<file path="src/rtl/core_sequencer.sv">
// rtl/core_sequencer.sv - ProtoCore multi-cycle sequencer: fetch, decode, execute, memory, halt.
module core_sequencer #(
    parameter int PC_WIDTH  = 8,
    parameter int RESET_PC  = 0,
    parameter int CNT_WIDTH = 16
) (
    input  logic                 clk,
    input  logic                 rst,
    output logic                 imem_req,
    output logic [PC_WIDTH-1:0]  imem_addr,
    input  logic                 imem_ack,
    input  logic [23:0]          imem_rdata,
    output logic [23:0]          instruction,
    input  logic                 dec_write_en,
    input  logic                 dec_is_load,
    input  logic                 dec_ram_write_en,
    input  logic                 dec_halt,
    input  logic                 dec_pc_overwrite,
    input  logic [7:0]           jump_target,
    output logic                 ram_req,
    input  logic                 ram_ack,
    output logic                 rf_write_strobe,
    output logic                 ram_write_strobe,
    input  logic                 resume,
    output logic                 halted,
    output logic [PC_WIDTH-1:0]  pc,
    output logic [CNT_WIDTH-1:0] retired
);

    typedef enum logic [2:0] {
        S_FETCH,
        S_DECODE,
        S_EXEC,
        S_MEM,
        S_HALTED
    } state_t;

    localparam logic [PC_WIDTH-1:0]  PC_ONE  = 1;
    localparam logic [CNT_WIDTH-1:0] CNT_ONE = 1;

    state_t                r_state;
    state_t                w_next;
    logic [PC_WIDTH-1:0]   r_pc;
    logic [23:0]           r_instr;
    logic [CNT_WIDTH-1:0]  r_retired;
    logic [PC_WIDTH-1:0]   w_target;
    logic                  w_pc_inc;
    logic                  w_pc_jump;
    logic                  w_retire;
    logic                  w_load_ir;
    logic                  w_rf_strobe;
    logic                  w_ram_strobe;

    generate
        if (PC_WIDTH > 8) begin : g_tgt_ext
            assign w_target = {{(PC_WIDTH-8){1'b0}}, jump_target};
        end else begin : g_tgt_trunc
            assign w_target = jump_target[PC_WIDTH-1:0];
        end
    endgenerate

    always_comb begin
        w_next       = r_state;
        w_pc_inc     = 1'b0;
        w_pc_jump    = 1'b0;
        w_retire     = 1'b0;
        w_load_ir    = 1'b0;
        w_rf_strobe  = 1'b0;
        w_ram_strobe = 1'b0;
        case (r_state)
            S_FETCH: begin
                if (imem_ack) begin
                    w_load_ir = 1'b1;
                    w_next    = S_DECODE;
                end
            end
            S_DECODE: w_next = S_EXEC;
            S_EXEC: begin
                if (dec_halt) begin
                    w_retire = 1'b1;
                    w_next   = S_HALTED;
                end else if (dec_is_load || dec_ram_write_en) begin
                    w_next = S_MEM;
                end else begin
                    w_rf_strobe = dec_write_en;
                    w_pc_jump   = dec_pc_overwrite;
                    w_pc_inc    = !dec_pc_overwrite;
                    w_retire    = 1'b1;
                    w_next      = S_FETCH;
                end
            end
            S_MEM: begin
                // Loads and stores always fall through to pc+1, even if a branch flag is set.
                if (ram_ack) begin
                    w_rf_strobe  = dec_is_load;
                    w_ram_strobe = !dec_is_load;
                    w_pc_inc     = 1'b1;
                    w_retire     = 1'b1;
                    w_next       = S_FETCH;
                end
            end
            S_HALTED: begin
                if (resume) begin
                    w_pc_inc = 1'b1;
                    w_next   = S_FETCH;
                end
            end
            default: w_next = S_FETCH;
        endcase
    end

    always_ff @(posedge clk or negedge rst) begin
        if (!rst) begin
            r_state   <= S_FETCH;
            r_pc      <= PC_WIDTH'(RESET_PC);
            r_instr   <= '0;
            r_retired <= '0;
        end else begin
            r_state <= w_next;
            if (w_load_ir) begin
                r_instr <= imem_rdata;
            end
            if (w_pc_jump) begin
                r_pc <= w_target;
            end else if (w_pc_inc) begin
                r_pc <= r_pc + PC_ONE;
            end
            if (w_retire && (r_retired != {CNT_WIDTH{1'b1}})) begin
                r_retired <= r_retired + CNT_ONE;
            end
        end
    end

    // Gating with rst keeps the fetch request low while reset is held, even though state is FETCH.
    assign imem_req         = rst && (r_state == S_FETCH);
    assign imem_addr        = r_pc;
    assign instruction      = r_instr;
    assign ram_req          = (r_state == S_MEM);
    assign rf_write_strobe  = w_rf_strobe;
    assign ram_write_strobe = w_ram_strobe;
    assign halted           = (r_state == S_HALTED);
    assign pc               = r_pc;
    assign retired          = r_retired;

endmodule

</file>
<file path="config.mk">
export PLATFORM = sky130hd
export DESIGN_NAME = core_sequencer
export DESIGN_NICKNAME = d
export VERILOG_FILES = /design/src/rtl/core_sequencer.sv
export SDC_FILE = /design/constraint.sdc
export NUM_CORES = 1
export LEC_CHECK = 0
export CAP_MARGIN = 0
export CORE_MARGIN = 3
export CORE_UTILIZATION = 43
export CTS_CLUSTER_DIAMETER = 80
export DETAILED_ROUTE_END_ITERATION = 6
export GPL_ROUTABILITY_DRIVEN = 0
export GPL_TIMING_DRIVEN = 0
export PLACE_DENSITY = 0.8
export RECOVER_POWER = 50
export SYNTH_ARGS = -nofsm -noshare
export SYNTH_HDL_FRONTEND = slang
export SYNTH_SLANG_ARGS = --single-unit
export TNS_END_PERCENT = 30
</file>
<file path="constraint.sdc">
create_clock -name clk -period 2.4 [get_ports clk]
set_input_delay 0.48 -clock clk [delete_from_list [all_inputs] [get_ports clk]]
set_output_delay 0.48 -clock clk [all_outputs]
set_load 0.02 [all_outputs]
</file>
==> metrics.json, run 1 <==
{
  "final.min_clock_period": {"value": 2270, "unit": "ps"},
  "cts_inserted_buffers": {"value": 5},
  "tritoncts": {"value": "yes"},
  "global_route.usage.total": {"value": 0.178},
  "dpl.cell_count": {"value": 391},
  "outcome": {"value": "completed"},
  "cp.arrival": {"value": 1790, "unit": "ps"},
  "final.setup.tns": {"value": 0, "unit": "ps"},
  "ys.warnings.count": {"value": 0},
  "pin_count_of_the_biggest_net_entering_global_routing": {"value": 28},
  "detail_route.vias_per_cell": {"value": 5.07},
  "die-area": {"value": 6770, "unit": "sq um"},
  "drt_first_iter_violations": {"value": 25},
  "layout.nets": {"value": 370},
  "io_buffers": {"value": 102},
  "final_cell_area": {"value": 3740, "unit": "sq um"},
  "ys_ff_latch": {"value": 51},
  "synth_cell_types": {"value": 46},
  "postSynthCellCount": {"value": 216},
  "start_util": {"value": 0.449},
  "power.density": {"value": 1120, "unit": "nW/um^2"},
  "regArea": {"value": 1280, "unit": "sq um"},
  "layout.cells.non_filler": {"value": 398},
  "detailed_place_hpwl": {"value": 4470, "unit": "um"},
  "finalWirelength": {"value": 5860, "unit": "um"},
  "setup_slack": {"value": 129, "unit": "ps"},
  "clk_latency_worst_skew_pair": {"value": 300, "unit": "ps"},
  "seq_area_frac_synth": {"value": 0.510},
  "grt_setup_unrepaired": {"value": "false"},
  "max_cap_viol_count": {"value": 0},
  "area_occupied_by_multi_input_gates": {"value": 1100, "unit": "sq um"},
  "finalMaxSlewViolations": {"value": 0},
  "post_detailed_route_wirelength_per_cell": {"value": 14.7, "unit": "um"},
  "worst_slew_margin_rel": {"value": 0.496},
  "clock-sinks": {"value": 51},
  "grt_pass1_wl": {"value": 9230, "unit": "um"},
  "synth_async_sr_flop_share": {"value": 1.00},
  "worstSetupEndpointType": {"value": "primary output"},
  "fmax": {"value": 440, "unit": "MHz"},
  "core_area": {"value": 5570, "unit": "sq um"},
  "synth_edf_count": {"value": 0},
  "rows": {"value": 27},
  "worst_tran_pin_value": {"value": 747, "unit": "ps"},
  "clock_tree.root_cell": {"value": "sky130_fd_sc_hd__clkbuf_8"},
  "fill_cells": {"value": 454},
  "first_global_vias": {"value": 1980},
  "clock_path_buffers": {"value": 2},
  "leakage": {"value": 1.62, "unit": "nW"},
  "clk_pin_slew": {"value": 90, "unit": "ps"},
  "share_of_yosys_cell_area_claimed_by_the_top_area_cell_type": {"value": 0.510},
  "post-route-period-util": {"value": 0.946},
  "antenna_found_initial": {"value": 0},
  "hold_buffers": {"value": 0},
  "dpl_worst_slack": {"value": -384, "unit": "ps"},
  "post_synth.cell_area_avg": {"value": 11.6, "unit": "sq um"},
  "worstPathMaxFanout": {"value": 5},
  "ys_dominant_reg_cell": {"value": "sky130_fd_sc_hd__dfrtp_1"},
  "post_synthesis_cell_type_with_the_largest_combined_area": {"value": "sky130_fd_sc_hd__dfrtp_1"},
  "area_growth_syn_to_layout": {"value": 49.4, "unit": "%"},
  "synth.net_count": {"value": 260},
  "peakVddDrop": {"value": 0.000539, "unit": "V"},
  "critical_path_type": {"value": "input pin to primary output"},
  "synthesis.area": {"value": 2500, "unit": "sq um"},
  "design.portCount": {"value": 103},
  "placed_cell_area": {"value": 3630, "unit": "sq um"},
  "report.final.hold_viol_count": {"value": 0},
  "die-width": {"value": 82.3, "unit": "um"},
  "timing.critical_path.from_type": {"value": "input pin"},
  "clock_skew": {"value": 9.13, "unit": "ps"},
  "n_antenna_cell": {"value": 0},
  "chipHeight": {"value": 82.3, "unit": "um"},
  "htreeDepth": {"value": 2},
  "final_util": {"value": 0.670},
  "synth.area.top_cells": {"value": "sky130_fd_sc_hd__dfrtp_1, sky130_fd_sc_hd__mux2_2, sky130_fd_sc_hd__buf_4"},
  "drt-pass1-iter-count": {"value": 4},
  "worst_ep_required_time": {"value": 1920, "unit": "ps"},
  "holdCritPathClass": {"value": "input pin to async pin"},
  "gr-total-overflow": {"value": 0},
  "final_layout_size_suffix_gt1_frac": {"value": 0.202},
  "drcViolationCount": {"value": 0},
  "route.antenna.remaining_nets": {"value": 0},
  "setup_violations_final": {"value": 0},
  "dr_total_vias": {"value": 2016}
}
[per-stage QoR]
stage / total power [W] / hold WS [ps]
finish: 0.00419 / 77.8
floorplan: 0.00272 / 184
CTS: 0.00432 / 89.0
global route: 0.00447 / 92.8
global placement: 0.00368 / 480
detailed placement: 0.00374 / 495
[power by group]
| part | total [W] | leakage (nW) | internal [W] | switching (W) |
|---|---|---|---|---|
| Combinational | 0.00216 | 0.929 | 0.00113 | 0.00103 |
| Sequential | 0.00146 | 0.635 | 0.00119 | 0.000267 |
| Clock | 0.000575 | 0.0513 | 0.000306 | 0.000269 |
| Total | 0.00419 | 1.62 | 0.00263 | 0.00156 |
[metal layers]
metal / global-route usage / vias to the layer above / share of wire
li1: - / 981 / -
met3: 0.0466 / 6 / 0.069
met1: 0.220 / 971 / 0.42
met2: 0.304 / 58 / 0.50
met5: 0 / - / 0
met4: 0.0548 / 0 / 0.011
[path summary, 6_finish.rpt]
check	depth (start not counted)	to	slack (ps)	from
worst max register to register	6	instruction[15]	460	r_state[0]
worst min-delay path	1	retired[5]	80	rst
min in group clk	1	instruction[22]	500	instruction[22]
max in group asynchronous	2	r_state[1]	1860	rst
worst max-delay path	5	rf_write_strobe	130	dec_is_load
worst min register to register	1	instruction[22]	500	instruction[22]
[state kept, by name (all words and copies together), names as in the netlist]
| name | flops |
|---|---|
| imem_addr | 8 |
| instruction | 24 |
| r_state | 3 |
| retired | 16 |
[cell usage after synthesis (all sizes together), types with 2 or more instances]
library cell,instances
a21oi,15
a31oi,2
and2,5
and3,3
and4,3
buf,16
dfrtp,51
ha,2
mux2,26
nand2,17
nand2b,2
nand3,12
nand4,5
nor2,14
nor2b,3
nor3,2
nor4,2
o21ai,6
o22ai,2
xnor2,8
xor2,5
[timing repair]
action / CTS / global route
setup buffers: 0 / 0
endpoints found under the setup margin: 3 / 3
resized for setup: 5 / 4
[area by class of cell]
type | count | share of cell area
Sequential cell | 51 | 0.341
Inverter | 1 | 0.00100
Clock buffer | 6 | 0.0194
Buffer | 16 | 0.0352
Clock inverter | 1 | 0.00803
Multi-Input combinational cell | 148 | 0.293
Timing Repair Buffer | 103 | 0.278
Tap cell | 72 | 0.0241
[layout by cell type (no fill, tap or decap), drive strengths merged, types with 2 or more instances in the layout]
| master | instances |
|---|---|
| a21oi | 15 |
| clkdlybuf4s50 | 75 |
| ha | 2 |
| dlygate4sd3 | 22 |
| nor2b | 3 |
| and4 | 3 |
| nor4 | 2 |
| mux2 | 26 |
| nand4 | 5 |
| dfrtp | 51 |
| xor2 | 5 |
| nand2b | 2 |
| a31oi | 2 |
| xnor2 | 8 |
| and2 | 5 |
| nor2 | 14 |
| dlymetal6s2s | 2 |
| o21ai | 6 |
| nand3 | 12 |
| nor3 | 2 |
| nand2 | 17 |
| o22ai | 2 |
| buf | 17 |
| clkbuf | 8 |
| and3 | 3 |
[logic make-up after synthesis]
kind of cell               Yosys count  synth area share
xor gates and xnor gates            13            0.0455
buffers and inverters               17            0.0545
DFF                                 51             0.510
AOI/OAI and AO/OA                   33            0.0916
and+or+nand+nor                     73             0.167
adders and majority gates            2            0.0100
muxes                               27             0.121
[worst max-delay path: stages]
cell	delay (ps)
sky130_fd_sc_hd__clkdlybuf4s50_1	530
sky130_fd_sc_hd__nor4_4	270
sky130_fd_sc_hd__and2_2	210
sky130_fd_sc_hd__a22o_2	130
sky130_fd_sc_hd__clkbuf_2	170
No activity file was read; power rests on OpenSTA's default activity.
==> inputs of run 2 (changes only) <==
--- a/config.mk
+++ b/config.mk
@@ -7,12 +7,12 @@
 export LEC_CHECK = 0
 export CAP_MARGIN = 0
 export CORE_MARGIN = 3
-export CORE_UTILIZATION = 43
+export CORE_UTILIZATION = 40
 export CTS_CLUSTER_DIAMETER = 80
 export DETAILED_ROUTE_END_ITERATION = 6
 export GPL_ROUTABILITY_DRIVEN = 0
 export GPL_TIMING_DRIVEN = 0
-export PLACE_DENSITY = 0.8
+export PLACE_DENSITY = 0.75
 export RECOVER_POWER = 50
 export SYNTH_ARGS = -nofsm -noshare
 export SYNTH_HDL_FRONTEND = slang
==> constraint.sdc (replaced) <==
create_clock -name clk -period 2.4 [get_ports clk]
set_input_delay 0.48 -clock clk [delete_from_list [all_inputs] [get_ports clk]]
set_output_delay 0.48 -clock clk [all_outputs]
set_load 0.1 [all_outputs]
==> metrics.json, run 2 (synthesized netlist as in run 1, its figures left out) <==
{
  "outcome": {"value": "completed"},
  "clk_latency_worst_skew_pair": {"value": 300, "unit": "ps"},
  "worstSetupEndpointType": {"value": "primary output"},
  "path_buf_inv": {"value": 2},
  "top_layer_used": {"value": "met4"},
  "layout.nets": {"value": 370},
  "setup_violations_final": {"value": 0},
  "grt_setup_unrepaired": {"value": "true"},
  "cts.repair_timing.setup_buffer_count": {"value": 0},
  "io_buffers": {"value": 102},
  "worst_r2r_startpoint": {"value": "r_state[0]"},
  "clock_skew": {"value": 8.26, "unit": "ps"},
  "dr_total_vias": {"value": 2014},
  "first_global_vias": {"value": 2004},
  "detailed_place_hpwl": {"value": 4490, "unit": "um"},
  "drt-pass1-iter-count": {"value": 4},
  "timing.critical_path.max_delay_family": {"value": "buffers and inverters"},
  "met2WireLength": {"value": 2770, "unit": "um"},
  "largest_register_ffs": {"value": 24},
  "crit_chain": {"value": "clkdlybuf4s50_1 > nor4_2 > and2_2 > a22o_2 > buf_6"},
  "mostFrequentLayoutCell": {"value": "sky130_fd_sc_hd__clkdlybuf4s50_1"},
  "drcViolationCount": {"value": 0},
  "final_layout_size_suffix_gt1_frac": {"value": 0.235},
  "start_util": {"value": 0.418},
  "holdCritPathClass": {"value": "input pin to async pin"},
  "clock_tree.root_cell": {"value": "sky130_fd_sc_hd__clkbuf_8"},
  "n_antenna_cell": {"value": 0},
  "fin_worst_hold_slack": {"value": 58.9, "unit": "ps"},
  "regToRegSetupSlack": {"value": 370, "unit": "ps"},
  "finalMaxSlewViolations": {"value": 0},
  "final.min_clock_period": {"value": 2360, "unit": "ps"},
  "layout_common_cells": {"value": "sky130_fd_sc_hd__clkdlybuf4s50_1, sky130_fd_sc_hd__dfrtp_1, sky130_fd_sc_hd__mux2_2"},
  "final_util": {"value": 0.617},
  "worst_slew_margin_rel": {"value": 0.341},
  "clk_pin_slew": {"value": 100, "unit": "ps"},
  "critical_path.startpoint": {"value": "dec_is_load"},
  "clock-sinks": {"value": 51},
  "slowest_delay": {"value": 520, "unit": "ps"},
  "timing.critical_path.from_type": {"value": "input pin"},
  "die-width": {"value": 85.1, "unit": "um"},
  "hold_buffers": {"value": 0},
  "post-route-period-util": {"value": 0.984},
  "global_route.usage.total": {"value": 0.171},
  "htreeDepth": {"value": 2},
  "route.antenna.remaining_nets": {"value": 0},
  "worst_tran_pin_value": {"value": 986, "unit": "ps"},
  "rows": {"value": 28},
  "critical_path_type": {"value": "input pin to primary output"},
  "crit_path_slowest_cell": {"value": "sky130_fd_sc_hd__clkdlybuf4s50_1"},
  "chipHeight": {"value": 85.1, "unit": "um"},
  "fmax": {"value": 423, "unit": "MHz"},
  "grt_pass1_wl": {"value": 9970, "unit": "um"},
  "pin_count_of_the_biggest_net_entering_global_routing": {"value": 30},
  "cts_inserted_buffers": {"value": 5},
  "cp.arrival": {"value": 1880, "unit": "ps"},
  "area_growth_syn_to_layout": {"value": 47.8, "unit": "%"},
  "met3_wirelength": {"value": 422, "unit": "um"},
  "finalWirelength": {"value": 5940, "unit": "um"},
  "report.final.hold_viol_count": {"value": 0},
  "die-area": {"value": 7240, "unit": "sq um"},
  "detail_route.wirelength.met1": {"value": 2650, "unit": "um"},
  "worstPathMaxFanout": {"value": 5},
  "max_cap_viol_count": {"value": 0},
  "core_area": {"value": 5990, "unit": "sq um"},
  "clock_path_buffers": {"value": 2},
  "antenna_found_initial": {"value": 0},
  "post_detailed_route_wirelength_per_cell": {"value": 14.8, "unit": "um"},
  "drt_first_iter_violations": {"value": 43},
  "tritoncts": {"value": "yes"},
  "gr-total-overflow": {"value": 0},
  "detail_route.vias_per_cell": {"value": 5.01},
  "design.portCount": {"value": 103},
  "worst_ep_required_time": {"value": 1920, "unit": "ps"}
}
run 2: changes by cell type in the layout (fill, tap and decap cells not counted), moves of 2 or more:
| cell | change |
|---|---|
| sky130_fd_sc_hd__clkdlybuf4s15_2 | +3 |
| sky130_fd_sc_hd__dlygate4sd2_1 | +9 |
| sky130_fd_sc_hd__dlymetal6s2s_1 | +10 |
| sky130_fd_sc_hd__dlygate4sd3_1 | -21 |
| sky130_fd_sc_hd__clkdlybuf4s50_1 | -9 |
| sky130_fd_sc_hd__clkbuf_8 | +2 |
| sky130_fd_sc_hd__clkbuf_2 | +7 |
run 2: path summary, 6_finish.rpt:
path | end | cells after the start
worst max-delay path | rf_write_strobe | 5
worst min-delay path | retired[5] | 1
worst max register to register | instruction[7] | 6
worst min register to register | retired[6] | 1
max in group asynchronous | r_state[0] | 2
min in group clk | retired[6] | 1
run 2: cell type report:
class,instances,area (sq um)
inverter,1,3.75
tap,75,93.8
multi-input combinational,148,1080
clock buffer,7,96.3
clock inverter,1,7.51
fill,513,2290
timing repair buffer,103,1020
buffer,16,114
sequential,51,1280
run 2: what timing repair did:
action	4_1_cts	5_1_grt
gates resized for setup	40	12
endpoints found under the setup margin	22	13
hold endpoints to repair	0	0
run 2: layer usage:
| metal | global-route usage | up-vias |
|---|---|---|
| met4 | 0.0561 | 0 |
| met3 | 0.0447 | 8 |
| met2 | 0.263 | 69 |
| li1 | - | 982 |
| met1 | 0.235 | 955 |
| met5 | 0 | - |
run 2: worst register-to-register path: stages (launching register included):
cell and delay, ps:
sky130_fd_sc_hd__dfrtp_1 410, sky130_fd_sc_hd__buf_4 170, sky130_fd_sc_hd__nor3_1 220, sky130_fd_sc_hd__and2_0 150, sky130_fd_sc_hd__clkbuf_1 260, sky130_fd_sc_hd__clkbuf_2 320, sky130_fd_sc_hd__mux2_2 380
run 2: stage by stage:
stage               worst slack (ps)  setup TNS [ps]  cell area [sq um]  std cells
floorplan                       95.3               0               2500        216
global placement               -2250          -42480               3620        393
detailed placement              -895           -2250               3630        394
CTS                             1.56               0               3720        402
global route                   -4.29           -4.29               3700        402
finish                          37.3               0               3700        402
Power of run 2 is left out: the tool's default activity adds up to more than one toggle a clock period on the data nets, which glitch-free logic cannot reach.
